<file path="config.mk">
export PLATFORM = sky130hd
export DESIGN_NAME = vec_wb_collector
export DESIGN_NICKNAME = d
export VERILOG_FILES = /design/src/rtl/vec_pkg.sv /design/src/rtl/vec_chunk_arbiter.sv /design/src/rtl/vec_wb_collector.sv
export SDC_FILE = /design/constraint.sdc
export NUM_CORES = 1
export LEC_CHECK = 0
export ABC_CLOCK_PERIOD_IN_PS = 6600
export CELL_PAD_IN_SITES_DETAIL_PLACEMENT = 1
export CELL_PAD_IN_SITES_GLOBAL_PLACEMENT = 2
export CORE_MARGIN = 4
export CORE_UTILIZATION = 25
export DETAILED_ROUTE_END_ITERATION = 6
export PLACE_DENSITY = 0.86
export SLEW_MARGIN = 0
export SYNTH_ARGS = -nofsm -noshare
export SYNTH_HDL_FRONTEND = slang
export SYNTH_SLANG_ARGS = --single-unit
</file>
<file path="constraint.sdc">
create_clock -name clk -period 6.6 [get_ports clk]
set_input_delay 1.32 -clock clk [delete_from_list [all_inputs] [get_ports clk]]
set_output_delay 1.32 -clock clk [all_outputs]
set_load 0.005 [all_outputs]
</file>
<file path="src/rtl/vec_pkg.sv">
// rtl/vec_pkg.sv - shared types and chunk geometry helpers for the vector write-back collector
package vec_pkg;

    typedef enum logic [1:0] {
        S_IDLE    = 2'd0,
        S_COLLECT = 2'd1,
        S_WRITE   = 2'd2
    } state_t;

    localparam int IDX_W       = 10;
    localparam int LANE_DATA_W = 64;

    function automatic int chunk_count(input int vlen, input int lane_width);
        return vlen >> lane_width;
    endfunction

    // Chunk must start on a chunk boundary and lie inside the register.
    function automatic logic idx_legal(input logic [IDX_W-1:0] idx, input int vlen,
                                       input int lane_width);
        logic [IDX_W-1:0] mask;
        mask = (IDX_W'(1) << lane_width) - IDX_W'(1);
        return ((idx & mask) == '0) && (int'(idx) < vlen);
    endfunction

endpackage

</file>
<file path="src/rtl/vec_chunk_arbiter.sv">
// rtl/vec_chunk_arbiter.sv - per-chunk lowest-lane select with duplicate and collision detection
module vec_chunk_arbiter
    import vec_pkg::*;
#(
    parameter int VLEN       = 128,
    parameter int LANE_WIDTH = 4,
    parameter int NB_LANES   = 4,
    parameter int CHUNKS     = chunk_count(VLEN, LANE_WIDTH)
) (
    input  logic [NB_LANES-1:0]             in_valid,
    input  logic [NB_LANES*IDX_W-1:0]       in_index,
    input  logic [NB_LANES*LANE_DATA_W-1:0] in_data,
    input  logic [CHUNKS-1:0]               covered,
    output logic [CHUNKS-1:0]               we,
    output logic [VLEN-1:0]                 chunk_data,
    output logic                            conflict
);

    localparam int CW  = 1 << LANE_WIDTH;
    localparam int CIW = (CHUNKS > 1) ? $clog2(CHUNKS) : 1;

    logic [NB_LANES-1:0] lane_legal;
    logic [CIW-1:0]      lane_chunk [NB_LANES];

    for (genvar l = 0; l < NB_LANES; l++) begin : g_lane
        assign lane_legal[l] = idx_legal(in_index[l*IDX_W +: IDX_W], VLEN, LANE_WIDTH);
        assign lane_chunk[l] = in_index[l*IDX_W + LANE_WIDTH +: CIW];
    end

    // Lanes carry up to 64 bits; only the low chunk-width bits are consumed.
    logic unused_data;
    assign unused_data = ^in_data;

    // Lanes are walked in ascending order so the lowest lane claims a chunk first.
    always_comb begin
        we         = '0;
        chunk_data = '0;
        conflict   = 1'b0;
        for (int l = 0; l < NB_LANES; l++) begin
            if (in_valid[l] && !lane_legal[l]) begin
                conflict = 1'b1;
            end
            for (int c = 0; c < CHUNKS; c++) begin
                if (in_valid[l] && lane_legal[l] && lane_chunk[l] == CIW'(c)) begin
                    if (covered[c] || we[c]) begin
                        conflict = 1'b1;
                    end else begin
                        we[c]                  = 1'b1;
                        chunk_data[c*CW +: CW] = in_data[l*LANE_DATA_W +: CW];
                    end
                end
            end
        end
    end

endmodule

</file>
<file path="src/rtl/vec_wb_collector.sv">
// rtl/vec_wb_collector.sv - assembles lane result chunks into one vector register write
module vec_wb_collector
    import vec_pkg::*;
#(
    parameter int VLEN       = 128,
    parameter int LANE_WIDTH = 4,
    parameter int NB_LANES   = 4
) (
    input  logic                            clk,
    input  logic                            resetn,
    input  logic                            start,
    input  logic [4:0]                      vd_addr,
    input  logic [NB_LANES-1:0]             in_valid,
    input  logic [NB_LANES*LANE_DATA_W-1:0] in_data,
    input  logic [NB_LANES*IDX_W-1:0]       in_index,
    output logic                            wr_valid,
    input  logic                            wr_ready,
    output logic [4:0]                      wr_addr,
    output logic [VLEN-1:0]                 wr_data,
    output logic                            busy,
    output logic                            done,
    output logic                            err
);

    localparam int CHUNKS = chunk_count(VLEN, LANE_WIDTH);
    localparam int CW     = 1 << LANE_WIDTH;

    state_t            state;
    logic [CHUNKS-1:0] bitmap;
    logic [CHUNKS-1:0] we;
    logic [VLEN-1:0]   chunk_data;
    logic              conflict;

    vec_chunk_arbiter #(
        .VLEN       (VLEN),
        .LANE_WIDTH (LANE_WIDTH),
        .NB_LANES   (NB_LANES),
        .CHUNKS     (CHUNKS)
    ) u_arb (
        .in_valid   (in_valid),
        .in_index   (in_index),
        .in_data    (in_data),
        .covered    (bitmap),
        .we         (we),
        .chunk_data (chunk_data),
        .conflict   (conflict)
    );

    // wr_data doubles as the assembly buffer so it is stable once WRITE is reached.
    always_ff @(posedge clk or negedge resetn) begin
        if (!resetn) begin
            state    <= S_IDLE;
            bitmap   <= '0;
            wr_valid <= 1'b0;
            wr_addr  <= '0;
            wr_data  <= '0;
            busy     <= 1'b0;
            done     <= 1'b0;
            err      <= 1'b0;
        end else begin
            done <= 1'b0;
            case (state)
                S_IDLE: begin
                    if (start) begin
                        wr_addr <= vd_addr;
                        wr_data <= '0;
                        bitmap  <= '0;
                        err     <= 1'b0;
                        busy    <= 1'b1;
                        state   <= S_COLLECT;
                    end
                end
                S_COLLECT: begin
                    if (conflict) begin
                        err <= 1'b1;
                    end
                    for (int c = 0; c < CHUNKS; c++) begin
                        if (we[c]) begin
                            wr_data[c*CW +: CW] <= chunk_data[c*CW +: CW];
                        end
                    end
                    bitmap <= bitmap | we;
                    if (&(bitmap | we)) begin
                        wr_valid <= 1'b1;
                        state    <= S_WRITE;
                    end
                end
                S_WRITE: begin
                    if (|in_valid) begin
                        err <= 1'b1;
                    end
                    if (wr_ready) begin
                        wr_valid <= 1'b0;
                        busy     <= 1'b0;
                        done     <= 1'b1;
                        state    <= S_IDLE;
                    end
                end
                default: begin
                    state    <= S_IDLE;
                    wr_valid <= 1'b0;
                    busy     <= 1'b0;
                end
            endcase
        end
    end

endmodule

</file>
# Word-level counts from Yosys, hierarchy flattened
# Cells that the tools add are included.
[classes]
n_mux = 223
magnitude_cmp = 4
bitwise_logic = 3
n_reduce_logical = 99
n_eq_ne = 43
[op_table]
columns = ["operator", "n"]
rows = [
  ["$mux W16", 72],
  ["$pmux W128 S2", 1],
  ["$mux W1", 140],
  ["$mux W128", 1],
  ["$eq A3 B3 Y1 const B", 16],
  ["$logic_and A1 B1 Y1", 44],
  ["$logic_not A10 Y1", 4],
  ["$lt A10 B8 Y1 const B", 4],
  ["$reduce_and A3 Y1", 11],
  ["$ne A2 B2 Y1 const B", 13],
  ["$eq A3 B2 Y1 const B", 8],
  ["$logic_or A1 B1 Y1", 24],
  ["$pmux W8 S2", 1],
  ["$eq A3 B1 Y1 const B", 4],
  ["$logic_not A3 Y1", 4],
  ["$pmux W1 S3", 3],
  ["$mux W8", 1],
  ["$or A8 B8 Y8", 1],
  ["$reduce_and A8 Y1", 1],
  ["$mux W2", 3],
  ["$pmux W2 S3", 1],
  ["$logic_not A1 Y1", 4],
  ["$reduce_and A2 Y1", 2],
  ["$reduce_and A4 Y1", 1],
  ["other kinds (7)", 8],
]
[word_totals]
regBits = 147
output_inout_bits = 137
elab_cells = 387
inputBits = 309

# Longest topological paths before layout
# Gate-level depths: netlist of the first run.
[logic_depth]
word_depth = 74
ltp_mapped = 10
mapped_depth_nobuf = 8

# Cells and area by module
# From an unflattened synthesis of the first run, not the netlist that was laid out.
[hier_totals]
hier_cells = 1150
area_unflattened_um2 = 9982.1
[by_module_without_submodules]
columns = ["mod", "cells_each", "area_per_inst_um2", "n_inst", "seq_area_each_um2"]
rows = [
  ["vec_wb_collector", 475, 5741.8, 1, 3678.5],
  ["vec_chunk_arbiter", 675, 4240.3, 1, 0.0],
]

# Worst setup path after synthesis of the first run
# Ideal clock, no wire load.
[synth_path]
kind = "input-to-reg"
start = "in in_index[2]"
end = "reg err"
setup_time_ns = 0.128
path_stages = 9
t_required_ns = 6.472
path_slack_ns = 3.120
path_buffers = 1
arrival_time_ns = 3.352
cell_sequence = "nor4_4 buf_6 nand2_4 a22oi_2 nand3_1 a211o_1 or4_1 o21ai_1 mux2_1"
[synth_via]
elab_chain_len = 74
word_cells_on_any_way = 148
classes_between = "order compare: 1; eq/ne: 1; mux: 108; reduce/logical: 38"
[synth_lines]
columns = ["item", "line", "source"]
rows = [
  ["start, declared", "vec_wb_collector.sv:15", "input logic [NB_LANES*IDX_W-1:0] in_index,"],
  ["$lt A10 B8 Y1 / $logic_not A10 Y1 (equally long branches)", "vec_pkg.sv:22", "return ((idx & mask) == '0) && (int'(idx) < vlen);"],
  ["$logic_and A1 B1 Y1 (*)", "vec_pkg.sv:22", ""],
  ["$logic_not A1 Y1", "vec_chunk_arbiter.sv:40", "if (in_valid[l] && !lane_legal[l]) begin"],
  ["$logic_and A1 B1 Y1", "vec_chunk_arbiter.sv:40", ""],
  ["$mux W1", "vec_chunk_arbiter.sv:40", ""],
  ["$mux W1", "vec_chunk_arbiter.sv:45", "if (covered[c] || we[c]) begin"],
  ["$mux W1", "vec_chunk_arbiter.sv:44", "if (in_valid[l] && lane_legal[l] && lane_chunk[l] == CIW'(c)) begin"],
  ["$mux W1", "vec_chunk_arbiter.sv:45", ""],
  ["(+58 left out)", "n/a", ""],
  ["$mux W1", "vec_chunk_arbiter.sv:45", ""],
  ["$mux W1", "vec_chunk_arbiter.sv:44", ""],
  ["$mux W1", "vec_chunk_arbiter.sv:45", ""],
  ["$mux W1", "vec_chunk_arbiter.sv:44", ""],
  ["$mux W1", "vec_chunk_arbiter.sv:45", ""],
  ["$mux W1 (*)", "vec_chunk_arbiter.sv:44", ""],
  ["$ne A2 B2 Y1 (no line) (*)", "n/a", ""],
  ["$reduce_and A4 Y1 (no line) (*)", "n/a", ""],
  ["end signal, assigned", "vec_wb_collector.sv:59", "err <= 1'b0;"],
  ["end signal, assigned", "vec_wb_collector.sv:68", "err <= 1'b0;"],
  ["end signal, assigned", "vec_wb_collector.sv:75", "err <= 1'b1;"],
  ["end, declared", "vec_wb_collector.sv:22", "output logic err"],
]
# Every way passes the cells marked *; elsewhere a longest branch is shown, timed or not.
# A chain may end at the register's enable or synchronous reset.

# Worst setup path after layout of the first run
[layout_path]
start = "in in_valid[1]"
end = "reg wr_data[42]"
[layout_via]
elab_chain_len = 11
word_cells_on_any_way = 18
classes_between = "eq/ne: 1; mux: 12; reduce/logical: 5"
[layout_lines]
columns = ["item", "line", "source"]
rows = [
  ["start, declared", "vec_wb_collector.sv:13", "input logic [NB_LANES-1:0] in_valid,"],
  ["$logic_and A1 B1 Y1 (*) (2 in a row)", "vec_chunk_arbiter.sv:44", ""],
  ["$mux W1", "vec_chunk_arbiter.sv:44", ""],
  ["$logic_or A1 B1 Y1", "vec_chunk_arbiter.sv:45", ""],
  ["$mux W1", "vec_chunk_arbiter.sv:45", ""],
  ["$mux W1", "vec_chunk_arbiter.sv:44", ""],
  ["$logic_or A1 B1 Y1", "vec_chunk_arbiter.sv:45", ""],
  ["$mux W16 / $mux W1 (equally long branches)", "vec_chunk_arbiter.sv:45", ""],
  ["$mux W16 / $mux W1 (equally long branches)", "vec_chunk_arbiter.sv:44", ""],
  ["$mux W16 / $ne A2 B2 Y1 (equally long branches)", "n/a", ""],
  ["$pmux W128 S2 / $reduce_and A3 Y1 (equally long branches)", "n/a", ""],
  ["end signal, assigned by index", "vec_wb_collector.sv:79", "wr_data[c*CW +: CW] <= chunk_data[c*CW +: CW];"],
  ["end, declared", "vec_wb_collector.sv:19", "output logic [VLEN-1:0] wr_data,"],
]
# Every way passes the cells marked *; elsewhere a longest branch is shown, timed or not. The select of a mux whose other input is x is not followed.

==> results of run 1 <==
==> layer usage <==
metal / wire length [µm] / vias up / GRT usage [%]
li1: - / 4619 / -
met1: 21200 / 5209 / 31.5
met2: 20100 / 610 / 32.9
met3: 5750 / 95 / 9.18
met4: 1130 / 22 / 6.67
met5: 133 / - / 0
==> report_power, final <==
group          switching [mW]  total [mW]  internal [mW]
sequential             0.0602        1.01          0.948
combinational           0.452       0.681          0.228
clock                   0.428       0.974          0.546
total                   0.941        2.66           1.72
==> area by class of cell <==
type	count	area, µm²	share of cell area [%]
timing repair buffer	277	2710	21.0
tap	504	631	4.88
clock buffer	20	457	3.53
sequential	147	3680	28.5
multi-input combinational	835	5280	40.9
clock inverter	12	124	0.958
antenna	9	22.5	0.174
inverter	5	18.8	0.145
==> stage by stage <==
step	cells	setup slack (ps)	util, %	total power [mW]
floorplan	1116	3120	-	1.35
global placement	1768	1810	33.3	1.68
detailed placement	1768	1800	33.3	1.70
CTS	1800	2240	34.9	2.68
global route	1809	1930	35.0	2.78
finish	1809	2050	35.0	2.66
==> cell usage after synthesis (8+ instances only) <==
master and instances:
sky130_fd_sc_hd__nand2_1 200, sky130_fd_sc_hd__dfrtp_1 147, sky130_fd_sc_hd__a21oi_1 117, sky130_fd_sc_hd__clkbuf_1 104, sky130_fd_sc_hd__a222oi_1 100, sky130_fd_sc_hd__a21o_1 89
sky130_fd_sc_hd__o21ai_0 49, sky130_fd_sc_hd__nor2_1 45, sky130_fd_sc_hd__a22oi_1 18, sky130_fd_sc_hd__nand3_1 18, sky130_fd_sc_hd__nand4_1 18, sky130_fd_sc_hd__a22o_1 17
sky130_fd_sc_hd__a221oi_1 14, sky130_fd_sc_hd__buf_1 14, sky130_fd_sc_hd__nor3_1 12, sky130_fd_sc_hd__o21ai_1 12, sky130_fd_sc_hd__a21boi_0 10, sky130_fd_sc_hd__buf_2 9
sky130_fd_sc_hd__a41oi_1 8, sky130_fd_sc_hd__nor4_1 8
==> flip-flops by register name, indices dropped and copies added (netlist names) <==
name	flops
bitmap	8
busy	1
done	1
err	1
state	2
wr_addr	5
wr_data	128
wr_valid	1
==> worst reg2reg max path, cell delays in order (launching register included) <==
cell                      delay [ps]
sky130_fd_sc_hd__dfrtp_1         430
sky130_fd_sc_hd__inv_1           100
sky130_fd_sc_hd__ha_1            320
sky130_fd_sc_hd__inv_1           270
sky130_fd_sc_hd__nor2_1          720
sky130_fd_sc_hd__nand2_1         660
sky130_fd_sc_hd__a21oi_1         470
sky130_fd_sc_hd__a21o_1          130
==> cells in the final DEF, fill, tap and decap left out, types with 3 or more instances in the layout <==
| cell type | count |
|---|---|
| sky130_fd_sc_hd__a31oi_1 | 7 |
| sky130_fd_sc_hd__and4_1 | 4 |
| sky130_fd_sc_hd__a222oi_1 | 100 |
| sky130_fd_sc_hd__o21ai_0 | 49 |
| sky130_fd_sc_hd__a21oi_1 | 117 |
| sky130_fd_sc_hd__clkdlybuf4s50_1 | 252 |
| sky130_fd_sc_hd__and3_1 | 4 |
| sky130_fd_sc_hd__nor2b_1 | 6 |
| sky130_fd_sc_hd__o21ai_1 | 12 |
| sky130_fd_sc_hd__nand2b_1 | 7 |
| sky130_fd_sc_hd__a22o_1 | 17 |
| sky130_fd_sc_hd__nor4_4 | 3 |
| sky130_fd_sc_hd__buf_4 | 24 |
| sky130_fd_sc_hd__clkinv_4 | 6 |
| sky130_fd_sc_hd__nor3_1 | 12 |
| sky130_fd_sc_hd__a41oi_1 | 8 |
| sky130_fd_sc_hd__a21boi_0 | 10 |
| sky130_fd_sc_hd__nand3_1 | 18 |
| sky130_fd_sc_hd__nor4b_1 | 7 |
| sky130_fd_sc_hd__nand4b_1 | 6 |
| sky130_fd_sc_hd__clkbuf_16 | 17 |
| sky130_fd_sc_hd__nor3b_1 | 4 |
| sky130_fd_sc_hd__nor4_1 | 6 |
| sky130_fd_sc_hd__nand3b_1 | 5 |
| sky130_fd_sc_hd__ha_1 | 4 |
| sky130_fd_sc_hd__diode_2 | 9 |
| sky130_fd_sc_hd__a21o_1 | 89 |
| sky130_fd_sc_hd__a22oi_1 | 18 |
| sky130_fd_sc_hd__mux2_2 | 7 |
| sky130_fd_sc_hd__and4b_1 | 3 |
| sky130_fd_sc_hd__nor2_1 | 45 |
| sky130_fd_sc_hd__inv_1 | 5 |
| sky130_fd_sc_hd__nor3b_2 | 5 |
| sky130_fd_sc_hd__nand2_1 | 200 |
| sky130_fd_sc_hd__dfrtp_1 | 147 |
| sky130_fd_sc_hd__a221oi_1 | 14 |
| sky130_fd_sc_hd__nand4_1 | 18 |
| sky130_fd_sc_hd__and2_1 | 3 |
==> kinds of logic (layout without fill, tap and decap cells) <==
group                      after synthesis  in the layout
buffers and inverters                  134            314
adders and majority gates                4              4
DFF                                    147            147
other                                    0              9
and+or+nand+nor                        372            372
AOI/OAI and AO/OA                      450            450
muxes                                    9              9
==> worst max-delay path by stage <==
| stage | from | end | slack, ps | depth (start not counted) |
|---|---|---|---|---|
| 6_report | in_valid[1] | wr_data[42] | 2050 | 7 |
| 5_1_grt | in_valid[1] | wr_data[42] | 1930 | 7 |
| 2_1_floorplan | in_index[2] | err | 3120 | 9 |
| 3_5_place_dp | in_valid[1] | wr_data[42] | 1800 | 7 |
| 4_1_cts | in_valid[1] | wr_data[42] | 2240 | 7 |
| 3_3_place_gp | in_valid[0] | wr_data[96] | 1810 | 7 |
==> impl_results.rst, run 1 <==
.. list-table::
   :header-rows: 1

   * - Metric
     - Value
   * - Core region area
     - 37000 µm²
   * - Worst hold margin
     - 473 ps
   * - Insertion delay to the later sink of the worst-skew pair
     - 450 ps
   * - Cell class contributing the biggest share of worst-path delay
     - compound AO/OA/AOI/OAI gates
   * - Reg-to-reg startpoint
     - state[1]
   * - Number of hold violations in the final report
     - 0
   * - Max Buffers Root-to-Sink
     - 2
   * - Via count of the first global-routing pass
     - 10700
   * - Starting DRT DRC Count
     - 1899
   * - Post-synth EDFFs
     - 0
   * - Level count of the clock H-tree
     - 4
   * - Bufs and invs on worst path
     - 1
   * - Cell Area, Placed
     - 12300 µm²
   * - Final min period
     - 4550 ps
   * - DR DRC count
     - 83
   * - Largest stage delay on the critical path
     - 1200 ps
   * - Type of destination of the critical path
     - flip-flop
   * - Clock-pin slew on the worst setup and hold paths
     - 60 ps
   * - Fin crit share
     - 68.9%
   * - Leakage power total
     - 5.40 nW
   * - Overall via count from detail_route
     - 10600
   * - Compound-Gate Fraction of Synth Area
     - 34.3%
   * - Die extent in y
     - 202 µm
   * - Share of layout cells above drive strength 1
     - 6.40%
   * - Peak supply drop
     - 0.188 mV
   * - Largest fanout of any net on the critical path
     - 16
   * - Post-CTS setup repair buffer count
     - 0
   * - Xor-xnor portion of the synthesized cell area
     - 0%
   * - Worst path cell trace
     - clkdlybuf4s50_1 > nor3b_2 > nand4_1 > a211oi_2 > a222oi_1 > a21oi_1 > a21o_1
   * - Flip-flop and latch count after synthesis
     - 147
   * - Post-Synth Simple-Gate Area
     - 19.6%
   * - Number of buffers added to fix hold violations after cts
     - 0
   * - Global route total overflow
     - 0
   * - IO Port Bufs
     - 253
   * - Global-route usage over all layers
     - 22.8%
   * - Post-cts resize count
     - 0
   * - Cell at the root of the clock tree
     - sky130_fd_sc_hd__clkbuf_16
   * - Final net count
     - 1596
   * - Count of cells along the worst register-to-register path
     - 7
   * - Die Area
     - 41000 µm²
   * - Synth-to-layout area growth
     - 36.8%
   * - Top FF cell, synth
     - sky130_fd_sc_hd__dfrtp_1
   * - RSZ-0062 raised after global routing
     - false
   * - Highest clock frequency the design can meet
     - 220 MHz
   * - Number of iterations in the first detailed-routing pass
     - 7
   * - Total setup violations reported at the end of the flow
     - 0
   * - Yosys top cell by area
     - sky130_fd_sc_hd__dfrtp_1
   * - Total nets after synthesis
     - 1429
   * - Worst-case headroom to the max-slew limit
     - 8.95%
   * - Worst Hold Class
     - reg -> reg
   * - Power density over the cells
     - 206 nW/µm²
   * - Clock sink count
     - 147
   * - Mux contribution to synthesized area
     - 1.06%
   * - Antenna violations before repair
     - 20
   * - Critical setup path kind
     - in -> reg
   * - Worst Tran Pin Value
     - 1360 ps
   * - Cell count after synthesis
     - 1116
   * - Cell with the largest stage delay on the worst path
     - sky130_fd_sc_hd__a211oi_2
   * - Layout filler cell count
     - 4316
   * - Critical path data arrival time
     - 4930 ps
   * - Violations in the final reports
     - design-rule violations
   * - Area share of the largest cell type after synthesis
     - 38.9%
   * - Antenna Violating Nets Remaining
     - 0
   * - Total wire length
     - 48300 µm
   * - Max-cap check violation count
     - 0
   * - Setup clock skew after layout
     - 14.8 ps
   * - RD Place Congestion
     - 0.918
   * - CTS tree
     - built
   * - DIE WIDTH
     - 202 µm
   * - Sequential fraction of the synthesis area
     - 38.9%
   * - Max-slew violations
     - 0
   * - Number of instances on the worst hold path
     - 2
   * - Initial standard-cell utilization of the core
     - 25.6%
   * - Summed negative setup slack over all endpoints
     - 0 ps
   * - Top area cells in the synthesized netlist
     - sky130_fd_sc_hd__dfrtp_1, sky130_fd_sc_hd__a222oi_1, sky130_fd_sc_hd__nand2_1, sky130_fd_sc_hd__a21o_1, sky130_fd_sc_hd__a21oi_1
   * - Area of the mapped netlist
     - 9450 µm²
   * - Kind of start point of the critical path
     - input pin
   * - Maximum number of pins on one net before global-route repair
     - 89
   * - Avg Synthesized Cell Area
     - 8.47 µm²
   * - R2R setup slack
     - 3430 ps
   * - Final instance area
     - 12900 µm²
   * - Total I/O pin count
     - 446
   * - Vias per inst
     - 5.83
   * - Synth Warn #
     - 0
   * - Fraction of registers with async set/reset
     - 100%
   * - Post-Synth Adder-Cell Area
     - 0.530%
   * - Worst EP required
     - 6980 ps
   * - Number of distinct library cells after synthesis
     - 59
   * - Reg-to-reg endpoint
     - wr_data[42]
   * - Status
     - complete, but fails checks
   * - First-pass GRT wire length
     - 71800 µm
   * - Terminating pin of the worst hold path
     - wr_data[7]
   * - Wire length per cell after detailed routing
     - 26.7 µm
   * - Inserted Clock Buffers
     - 17
   * - Dominant combinational cell family by area after synthesis
     - compound AO/OA/AOI/OAI gates
   * - Startpoint of the tightest hold check path
     - wr_data[7]
   * - DP HPWL
     - 37100 µm
   * - Number of placement rows
     - 70
Note: power is estimated with default switching activity, not from simulation.
==> run 2: changes to the inputs <==
--- a/config.mk
+++ b/config.mk
@@ -5,13 +5,13 @@
 export SDC_FILE = /design/constraint.sdc
 export NUM_CORES = 1
 export LEC_CHECK = 0
-export ABC_CLOCK_PERIOD_IN_PS = 6600
+export ABC_CLOCK_PERIOD_IN_PS = 4460
 export CELL_PAD_IN_SITES_DETAIL_PLACEMENT = 1
 export CELL_PAD_IN_SITES_GLOBAL_PLACEMENT = 2
 export CORE_MARGIN = 4
-export CORE_UTILIZATION = 25
+export CORE_UTILIZATION = 23
 export DETAILED_ROUTE_END_ITERATION = 6
-export PLACE_DENSITY = 0.86
+export PLACE_DENSITY = 0.8
 export SLEW_MARGIN = 0
 export SYNTH_ARGS = -nofsm -noshare
 export SYNTH_HDL_FRONTEND = slang
==> constraint.sdc (replaced) <==
create_clock -name clk -period 4.46 [get_ports clk]
set_input_delay 0.892 -clock clk [delete_from_list [all_inputs] [get_ports clk]]
set_output_delay 0.892 -clock clk [all_outputs]
set_load 0.005 [all_outputs]
==> impl_results.rst, run 2 (synthesized netlist as in run 1, its figures left out) <==
.. list-table::
   :header-rows: 1

   * - Metric
     - Value
   * - Global route total overflow
     - 0
   * - Worst Hold Class
     - reg -> reg
   * - Commonest cells after routing, fill and taps aside
     - sky130_fd_sc_hd__clkdlybuf4s50_1, sky130_fd_sc_hd__nand2_1, sky130_fd_sc_hd__dfrtp_1
   * - Number of buffers added to fix hold violations after cts
     - 0
   * - Total wire length
     - 50300 µm
   * - Bufs and invs on worst path
     - 2
   * - Post-CTS setup repair buffer count
     - 0
   * - Number of hold violations in the final report
     - 0
   * - Peak supply drop
     - 0.249 mV
   * - Die Area
     - 44400 µm²
   * - DIE WIDTH
     - 211 µm
   * - Switching share of power
     - 35.8%
   * - Worst path cell trace
     - clkdlybuf4s50_1 > nor4_4 > nand4_1 > nand3b_1 > nor3_2 > buf_4 > a222oi_1 > a21boi_0 > o21ai_0
   * - Global-route usage over all layers
     - 21.9%
   * - Most frequent standard cell in the layout excluding fill and tap cells
     - sky130_fd_sc_hd__clkdlybuf4s50_1
   * - First-pass GRT wire length
     - 73600 µm
   * - Largest fanout of any net on the critical path
     - 13
   * - Critical setup path kind
     - in -> reg
   * - Share of layout cells above drive strength 1
     - 8.18%
   * - Number of flip-flops under the largest register name
     - 128
   * - Logic gate share of total power
     - 25.8%
   * - Max-cap check violation count
     - 0
   * - Worst EP required
     - 4770 ps
   * - Status
     - complete, but fails checks
   * - CTS tree
     - built
   * - Wire length per cell after detailed routing
     - 27.2 µm
   * - Starting DRT DRC Count
     - 1657
   * - Summed negative setup slack over all endpoints
     - 0 ps
   * - Max-slew violations
     - 0
   * - RSZ-0062 raised after global routing
     - false
   * - Sw Pwr
     - 1.41 mW
   * - Total setup violations reported at the end of the flow
     - 0
   * - Internal power
     - 2.53 mW
   * - Number of placement rows
     - 73
   * - Number of iterations in the first detailed-routing pass
     - 7
   * - Highest clock frequency the design can meet
     - 260 MHz
   * - Post-cts resize count
     - 0
   * - Leakage power total
     - 5.51 nW
   * - Cell class contributing the biggest share of worst-path delay
     - simple AND/OR/NAND/NOR gates
   * - Regs by FF count
     - wr_data: 128 flops, bitmap: 8 flops, wr_addr: 5 flops
   * - Insertion delay to the later sink of the worst-skew pair
     - 450 ps
   * - Final min period
     - 3850 ps
   * - Final instance area
     - 13100 µm²
   * - Violations in the final reports
     - design-rule violations
   * - Cell at the root of the clock tree
     - sky130_fd_sc_hd__clkbuf_16
   * - Vias per inst
     - 5.76
   * - Layout filler cell count
     - 4684
   * - Level count of the clock H-tree
     - 4
   * - Power density over the cells
     - 300 nW/µm²
   * - Share of power burned in registers
     - 38.0%
   * - Setup clock skew after layout
     - 12.5 ps
   * - Kind of start point of the critical path
     - input pin
   * - Fin crit share
     - 86.2%
   * - Synth-to-layout area growth
     - 38.9%
   * - Largest stage delay on the critical path
     - 750 ps
   * - Core region area
     - 40200 µm²
   * - Die extent in y
     - 211 µm
   * - Overall via count from detail_route
     - 10700
   * - Via count of the first global-routing pass
     - 10600
   * - Maximum number of pins on one net before global-route repair
     - 99
   * - DP HPWL
     - 38800 µm
   * - Clock-pin slew on the worst setup and hold paths
     - 60 ps
   * - Cell Area, Placed
     - 12500 µm²
   * - DR DRC count
     - 31
   * - Area taken by multi-input logic gates
     - 5280 µm²
   * - Max Buffers Root-to-Sink
     - 2
   * - Seq. cell area
     - 3680 µm²
   * - RD Place Congestion
     - 0.925
   * - Inserted Clock Buffers
     - 17
   * - Clock sink count
     - 147
   * - Part of the power in the clock network
     - 36.2%
   * - Antenna Violating Nets Remaining
     - 0
   * - Total I/O pin count
     - 446
   * - Initial standard-cell utilization of the core
     - 23.5%
   * - Worst Tran Pin Value
     - 1310 ps
   * - Cell with the largest stage delay on the worst path
     - sky130_fd_sc_hd__nor4_4
   * - Final net count
     - 1620
   * - Type of destination of the critical path
     - flip-flop
   * - Critical path data arrival time
     - 4160 ps
   * - IO Port Bufs
     - 253
   * - Worst-case headroom to the max-slew limit
     - 12.0%
   * - Antenna violations before repair
     - 14
   * - Largest Register
     - wr_data
==> run 2: cell count changes in the layout (fill, tap and decap cells not counted), sizes merged <==
| cell | before | now |
|---|---|---|
| clkbuf | 20 | 19 |
| buf | 25 | 49 |
| diode | 9 | 5 |
| clkinvlp | 1 | 4 |
| clkinv | 7 | 5 |
==> run 2: worst reg2reg max path, cell delays in order, from the launching register on <==
cell and delay [ps]:
sky130_fd_sc_hd__dfrtp_1 420, sky130_fd_sc_hd__inv_1 100, sky130_fd_sc_hd__ha_1 410, sky130_fd_sc_hd__inv_1 350, sky130_fd_sc_hd__o21ai_1 740, sky130_fd_sc_hd__o21ai_1 680
sky130_fd_sc_hd__nand2_1 240, sky130_fd_sc_hd__o21ai_0 100
==> run 2: layer usage <==
metal / vias to the layer above / GRT usage, % / share of wire [%]
met1: 5281 / 32.2 / 46
li1: 4677 / - / -
met2: 590 / 31.0 / 42
met3: 84 / 6.70 / 10
met4: 18 / 6.10 / 2.2
met5: - / 0 / 0.22
==> run 2: path summary, 6_finish.rpt <==
check,start,slack [ps],depth (start not counted),to
setup / recovery,in_index[2],610,9,wr_data[114]
setup reg to reg,state[1],1280,7,wr_data[53]
hold reg to reg,wr_data[99],480,1,wr_data[99]
hold / removal,wr_data[99],480,1,wr_data[99]
max in group asynchronous,resetn,3140,2,wr_data[3]
min in group asynchronous,resetn,540,1,wr_data[8]
==> run 2: power groups by stage <==
stage,clock network (mW),registers (mW),logic [mW]
2_1_floorplan,0,1.48,0.523
3_3_place_gp,0,1.52,1.00
3_5_place_dp,0,1.52,1.01
4_1_cts,1.46,1.50,1.01
5_1_grt,1.52,1.51,1.10
6_report,1.43,1.50,1.02
==> run 2: final cells by class <==
type	count	share of cell area [%]
Tap cell	525	5.00
Inverter	5	0.143
Timing Repair Buffer	301	22.1
Multi-Input combinational cell	835	40.3
Antenna cell	5	0.0953
Sequential cell	147	28.0
Clock inverter	13	0.963
Clock buffer	19	3.37
==> run 2: stage by stage <==
stage          total power, mW  hold slack, ps  instances  setup slack (ps)  utilization, %
2_1_floorplan             2.00             473       1116              1410               -
3_3_place_gp              2.52             460       1813               273            31.2
3_5_place_dp              2.53             464       1813               290            31.2
4_1_cts                   3.97             480       1845               732            32.6
5_1_grt                   4.13             488       1849               463            32.7
6_report                  3.94             476       1850               614            32.7
